File: src/rtl/cache_feeder_pkg.sv
// Shared types and op decoding for the cache trace feeder.
package cache_feeder_pkg;

    localparam int         ADDR_W   = 48;
    localparam logic [7:0] OP_READ  = 8'h52;
    localparam logic [7:0] OP_WRITE = 8'h57;

    typedef enum logic [1:0] {
        IDLE,
        RUN,
        DRAIN,
        DONE
    } feeder_state_t;

    function automatic logic is_legal_op(input logic [7:0] op);
        return (op == OP_READ) || (op == OP_WRITE);
    endfunction

endpackage

File: src/rtl/cache_feeder_fifo.sv
// Synchronous FIFO holding {addr, op} trace entries; head is read combinationally.
module cache_feeder_fifo #(
    parameter int DW    = 56,
    parameter int DEPTH = 8
) (
    input  logic          clk,
    input  logic          reset,
    input  logic          push,
    input  logic [DW-1:0] wdata,
    input  logic          pop,
    output logic [DW-1:0] rdata,
    output logic          full,
    output logic          empty
);

    localparam int AW = $clog2(DEPTH);

    // One extra pointer bit distinguishes full from empty when the indices match.
    logic [AW:0]   wr_ptr;
    logic [AW:0]   rd_ptr;
    logic [DW-1:0] mem [DEPTH];
    logic          do_push;
    logic          do_pop;

    assign do_push = push && !full;
    assign do_pop  = pop && !empty;

    assign empty = (wr_ptr == rd_ptr);
    assign full  = (wr_ptr[AW] != rd_ptr[AW]) && (wr_ptr[AW-1:0] == rd_ptr[AW-1:0]);
    assign rdata = mem[rd_ptr[AW-1:0]];

    always_ff @(posedge clk or negedge reset) begin
        if (!reset) begin
            wr_ptr <= '0;
            rd_ptr <= '0;
        end else begin
            if (do_push) wr_ptr <= wr_ptr + (AW+1)'(1);
            if (do_pop)  rd_ptr <= rd_ptr + (AW+1)'(1);
        end
    end

    always_ff @(posedge clk) begin
        if (do_push) mem[wr_ptr[AW-1:0]] <= wdata;
    end

endmodule

File: src/rtl/cache_trace_feeder.sv
// Buffers trace beats and issues back-pressure-safe read/write requests to cache_top.
// Define CACHE_FEEDER_STATS_EN to build the issued/illegal statistics counters.
module cache_trace_feeder #(
    parameter int ADDR_W = cache_feeder_pkg::ADDR_W,
    parameter int OP_W   = 8,
    parameter int DEPTH  = 8,
    parameter int CNT_W  = 12
) (
    input  logic              clk,
    input  logic              reset,
    input  logic              trc_valid,
    output logic              trc_ready,
    input  logic [ADDR_W-1:0] trc_addr,
    input  logic [OP_W-1:0]   trc_op,
    input  logic              trc_last,
    output logic              cache_req_valid,
    input  logic              cache_req_ready,
    output logic [ADDR_W-1:0] cache_addr,
    output logic [OP_W-1:0]   cache_op,
    output logic              busy,
    output logic              done,
    output logic [CNT_W-1:0]  issued_cnt,
    output logic [CNT_W-1:0]  illegal_cnt
);

    import cache_feeder_pkg::*;

    localparam int DW = ADDR_W + OP_W;

    feeder_state_t     state;
    logic              fifo_full;
    logic              fifo_empty;
    logic [DW-1:0]     head;
    logic              accept;
    logic              legal;
    logic              push;
    logic              pop;
    logic              consume;
    logic              out_vld;
    logic [ADDR_W-1:0] out_addr;
    logic [OP_W-1:0]   out_op;

    // Ready comes only from registered state, never from cache_req_ready.
    assign trc_ready = reset && !fifo_full && (state == IDLE || state == RUN);
    assign accept    = trc_valid && trc_ready;
    assign legal     = is_legal_op(trc_op);
    assign push      = accept && legal;
    assign consume   = out_vld && cache_req_ready;
    assign pop       = !fifo_empty && (!out_vld || consume);

    cache_feeder_fifo #(
        .DW    (DW),
        .DEPTH (DEPTH)
    ) u_fifo (
        .clk   (clk),
        .reset (reset),
        .push  (push),
        .wdata ({trc_addr, trc_op}),
        .pop   (pop),
        .rdata (head),
        .full  (fifo_full),
        .empty (fifo_empty)
    );

    // Output register refills in the consuming cycle, giving one request per clock.
    always_ff @(posedge clk or negedge reset) begin
        if (!reset) begin
            out_vld  <= 1'b0;
            out_addr <= '0;
            out_op   <= '0;
        end else if (pop) begin
            out_vld  <= 1'b1;
            out_addr <= head[DW-1:OP_W];
            out_op   <= head[OP_W-1:0];
        end else if (consume) begin
            out_vld  <= 1'b0;
        end
    end

    assign cache_req_valid = out_vld;
    assign cache_addr      = out_addr;
    assign cache_op        = out_op;

    always_ff @(posedge clk or negedge reset) begin
        if (!reset) begin
            state <= IDLE;
            busy  <= 1'b0;
            done  <= 1'b0;
        end else begin
            done <= 1'b0;
            case (state)
                IDLE: begin
                    if (accept) begin
                        state <= trc_last ? DRAIN : RUN;
                        busy  <= 1'b1;
                    end
                end
                RUN: begin
                    if (accept && trc_last) state <= DRAIN;
                end
                DRAIN: begin
                    if (fifo_empty && !out_vld) begin
                        state <= DONE;
                        done  <= 1'b1;
                    end
                end
                DONE: begin
                    state <= IDLE;
                    busy  <= 1'b0;
                end
                default: begin
                    state <= IDLE;
                    busy  <= 1'b0;
                end
            endcase
        end
    end

`ifdef CACHE_FEEDER_STATS_EN
    localparam logic [CNT_W-1:0] CNT_MAX = '1;

    always_ff @(posedge clk or negedge reset) begin
        if (!reset) begin
            issued_cnt  <= '0;
            illegal_cnt <= '0;
        end else begin
            if (consume && issued_cnt != CNT_MAX)
                issued_cnt <= issued_cnt + CNT_W'(1);
            if (accept && !legal && illegal_cnt != CNT_MAX)
                illegal_cnt <= illegal_cnt + CNT_W'(1);
        end
    end
`else
    assign issued_cnt  = '0;
    assign illegal_cnt = '0;
`endif

endmodule

File: config.mk
export PLATFORM = sky130hd
export DESIGN_NAME = cache_trace_feeder
export DESIGN_NICKNAME = d
export VERILOG_FILES = /design/src/rtl/cache_feeder_pkg.sv /design/src/rtl/cache_feeder_fifo.sv /design/src/rtl/cache_trace_feeder.sv
export SDC_FILE = /design/constraint.sdc
export NUM_CORES = 1
export LEC_CHECK = 0
export ABC_CLOCK_PERIOD_IN_PS = 6700
export BUFFER_PORTS_ARGS = -buffer_cell sky130_fd_sc_hd__buf_2
export CAP_MARGIN = 30
export CORE_ASPECT_RATIO = 2
export CORE_MARGIN = 2
export CORE_UTILIZATION = 54
export CTS_CLUSTER_DIAMETER = 100
export CTS_CLUSTER_SIZE = 16
export DETAILED_ROUTE_END_ITERATION = 10
export PLACE_DENSITY_LB_ADDON = 0.25
export SLEW_MARGIN = 10
export SYNTH_ARGS = -nofsm -noshare
export SYNTH_HDL_FRONTEND = slang
export SYNTH_SLANG_ARGS = --single-unit
export TNS_END_PERCENT = 5
File: constraint.sdc
create_clock -name clk -period 6.7 [get_ports clk]
set_clock_uncertainty 0.15 [all_clocks]
set_input_delay 1.675 -clock clk [delete_from_list [all_inputs] [get_ports clk]]
set_output_delay 1.675 -clock clk [all_outputs]
set_load 0.02 [all_outputs]
==> results.py <==
metrics = {
    "placed_design": {
        "io_buffers": 120,
        "routabilityCongestion": 0.713,
        "dp_hpwl_um": 20100,
        "placedCellCount": 1480,
    },
    "die": {
        "die_w_um": 139,
        "fp.coreArea_um2": 36200,
        "die_y_um": 274,
        "dieArea_um2": 38100,
        "core.rowCount": 99,
        "top_level_ports": 145,
        "initial_core_util_pct": 54.4,
    },
    "detailed_routing": {
        "wl_per_cell_um": 22.6,
        "ant_nets": 0,
        "vias": 8795,
        "drc": 0,
        "drt-vias-per-instance": 5.67,
        "wl_um": 35000,
        "dr.pass1.iters": 5,
        "drt_iter0_drc": 678,
    },
    "final_layout": {
        "fillCellCount": 2584,
        "final-seq-area_um2": 15200,
        "layout.cells.non_filler": 1550,
        "area_growth_pct": 11.4,
        "layout-drive-gt1-share_pct": 28.8,
        "nets": 1134,
        "diodes": 0,
        "multi_input_area_um2": 4190,
    },
    "sta": {
        "drv_slew": 0,
        "period_share_pct": 66.7,
        "tightestPinTransition_ns": 0.924,
        "hold_violations": 0,
        "max_freq_mhz": 224,
        "setup_violations": 0,
        "relSlewSlack_pct": 38.4,
        "rsz0062_at_grt": "false",
        "min_period_ns": 4.47,
    },
    "clocking": {
        "cts-root-buf": "clkbuf_16",
        "insertion_delay_ns": 0.54,
        "cts_buffers": 38,
        "cts_tree": "done",
        "path_clk_slew_ns": 0.07,
        "clkSinkCount": 517,
        "ctsHoldBuffers": 0,
        "cts.repair.resized": 0,
        "cts.htree.levels": 2,
        "cts_setup_buffers": 0,
        "cts_max_path_buffers": 3,
    },
    "synth": {
        "ys_seq_area_share_pct": 77.1,
        "syn_area_um2": 19700,
        "synth.largest_area_cell": "edfxtp_1",
        "avgSynthCellArea_um2": 21.1,
        "syn_inst": 932,
        "yosysWarnings": 0,
        "ys_types": 37,
        "synth-seq-cells": 517,
        "synth_area_leaders": "edfxtp_1 68%, mux4_2 13%, dfrtp_1 8.8%",
        "synth_top_area_share_pct": 68.3,
    },
    "worst_setup_path": {
        "reg2reg_depth": 6,
        "crit_start": "u_fifo.rd_ptr[2]",
        "worstPathCellList": "xor2_1 -> o41ai_1 -> nor2_1 -> buf_2",
        "crit_arrival_ns": 2.64,
        "endpoint": "trc_ready",
        "rrSetupSlack_ns": 2.72,
        "cp.depth": 4,
        "path_buf_inv": 1,
        "end_kind": "output pin",
        "cp-start-kind": "register",
        "worstPathRequired_ns": 4.88,
        "slowest_delay_ns": 1.04,
        "crit_type": "reg2out",
        "crit_path_top_delay_cell": "dfrtp_4",
        "worstReg2RegEnd": "u_fifo.mem[7][54]",
        "crit_family": "flip-flops",
        "cp_max_fo": 52,
        "r2r-start": "u_fifo.rd_ptr[2]",
    },
    "power": {
        "total_power_uw": 8250,
        "vdd_drop_max_uv": 350,
        "power_density_nw_per_um2": 376,
        "leakage_uw": 0.00758,
    },
    "global_route": {
        "grt_pass1_vias": 9194,
        "grt.overflow.total": 0,
        "grt_pass1_wl_um": 54200,
        "antenna_found_initial": 4,
        "grt_max_degree": 84,
        "grt_use_total_pct": 18.7,
    },
    "flow_run": {
        "maxCapViolCount": 0,
    },
    "worst_hold_path": {
        "hold_path_class": "reg2reg",
        "min_from": "cache_addr[15]",
    },
    "outcome": {
        "status": "completed",
    },
}
[worst min-delay path, delay by kind of cell, from the launching register on]
kind,cells,cell delay (ns)
DFF,1,0.34
AOI/OAI and AO/OA,1,0.06
and+or+nand+nor,1,0.04
[where the power goes]
part / total, µW / internal, µW / switching [µW]
clock network: 2170 / 1140 / 1020
logic: 2110 / 1020 / 1090
registers: 3970 / 3700 / 269
total: 8250 / 5870 / 2380
[Yosys cell counts (all sizes together)]
cell and number:
dfrtp 69, nor3 4, or4b 2, mux2 3, nand4 1, inv 5, nand4bb 1, mux2i 60
clkbuf 17, nor2 4, o41ai 2, nand2b 3, nor3b 4, mux4 112, edfxtp 448, nand3 2
o21ai 59, xor2 7, nand2 63, xnor2 4, buf 53, conb 1, and3 1, ha 6
and2 1
[logic make-up after synthesis]
group	count (synthesis)	synth area share [%]
adders and majority gates	6	0.381
and+or+nand+nor	86	2.05
muxes	175	16.1
xor gates and xnor gates	11	0.489
other	1	0.0190
AOI/OAI and AO/OA	61	1.65
buffers and inverters	75	2.28
DFF	517	77.1
[worst min path at each step]
stage / end / slack (ns) / cells past startpoint
after CTS: cache_addr[15] / 0.33 / 2
after detailed placement: cache_addr[15] / 0.32 / 2
final: cache_addr[15] / 0.32 / 2
after global routing: cache_addr[13] / 0.35 / 2
after floorplan: u_fifo.rd_ptr[3] / 0.31 / 1
after global placement: cache_addr[18] / 0.31 / 2
[layout make-up]
cell class              instances  share of cell area [%]
clock buffers                  68                    5.14
clock inverters                 1                  0.0742
inverters                       5                  0.0913
multi-input cells             363                    19.1
flip-flops and latches        517                    69.3
well taps                     454                    2.59
repair buffers                142                    3.74
[metal layers]
metal | GRT usage, % | part of all wire (%)
met2 | 31.9 | 51
met3 | 2.99 | 4.4
met1 | 25.7 | 42
met4 | 4.84 | 1.9
met5 | 0 | 0.11
[through the flow]
| step | util, % | TNS [ns] | hold slack (ns) | setup WS [ns] | instance area, µm² |
|---|---|---|---|---|---|
| 6_report | 60.6 | 0 | 0.323 | 2.23 | 21900 |
| 3_5_place_dp | 57.4 | 0 | 0.315 | 1.90 | 20800 |
| 3_3_place_gp | 57.3 | 0 | 0.306 | 1.98 | 20700 |
| 5_1_grt | 60.6 | 0 | 0.349 | 2.06 | 21900 |
| 4_1_cts | 60.6 | 0 | 0.331 | 2.19 | 21900 |
| 2_1_floorplan | - | -256.26 | 0.312 | -0.896 | 19800 |
[registers in the layout, indices dropped and copies added (netlist names)]
register         cells
cache_addr          48
u_fifo.rd_ptr        4
cache_req_valid      1
state                2
done                 1
cache_op             8
u_fifo.mem         448
busy                 1
u_fifo.wr_ptr        4
[placed cells by master (no fill, tap or decap), drive strengths merged]
master / n
nand3: 2
mux2: 3
clkbuf: 68
conb: 24
and3: 1
xor2: 7
o21ai: 59
dfrtp: 69
nor3b: 4
nor3: 4
nor2: 4
or4b: 2
nand2: 63
clkinv: 2
buf: 142
inv: 4
xnor2: 4
nand2b: 3
edfxtp: 448
o41ai: 2
mux4: 112
ha: 6
nand4: 1
mux2i: 60
and2: 1
nand4bb: 1
Power figures use the tool's default switching activity.
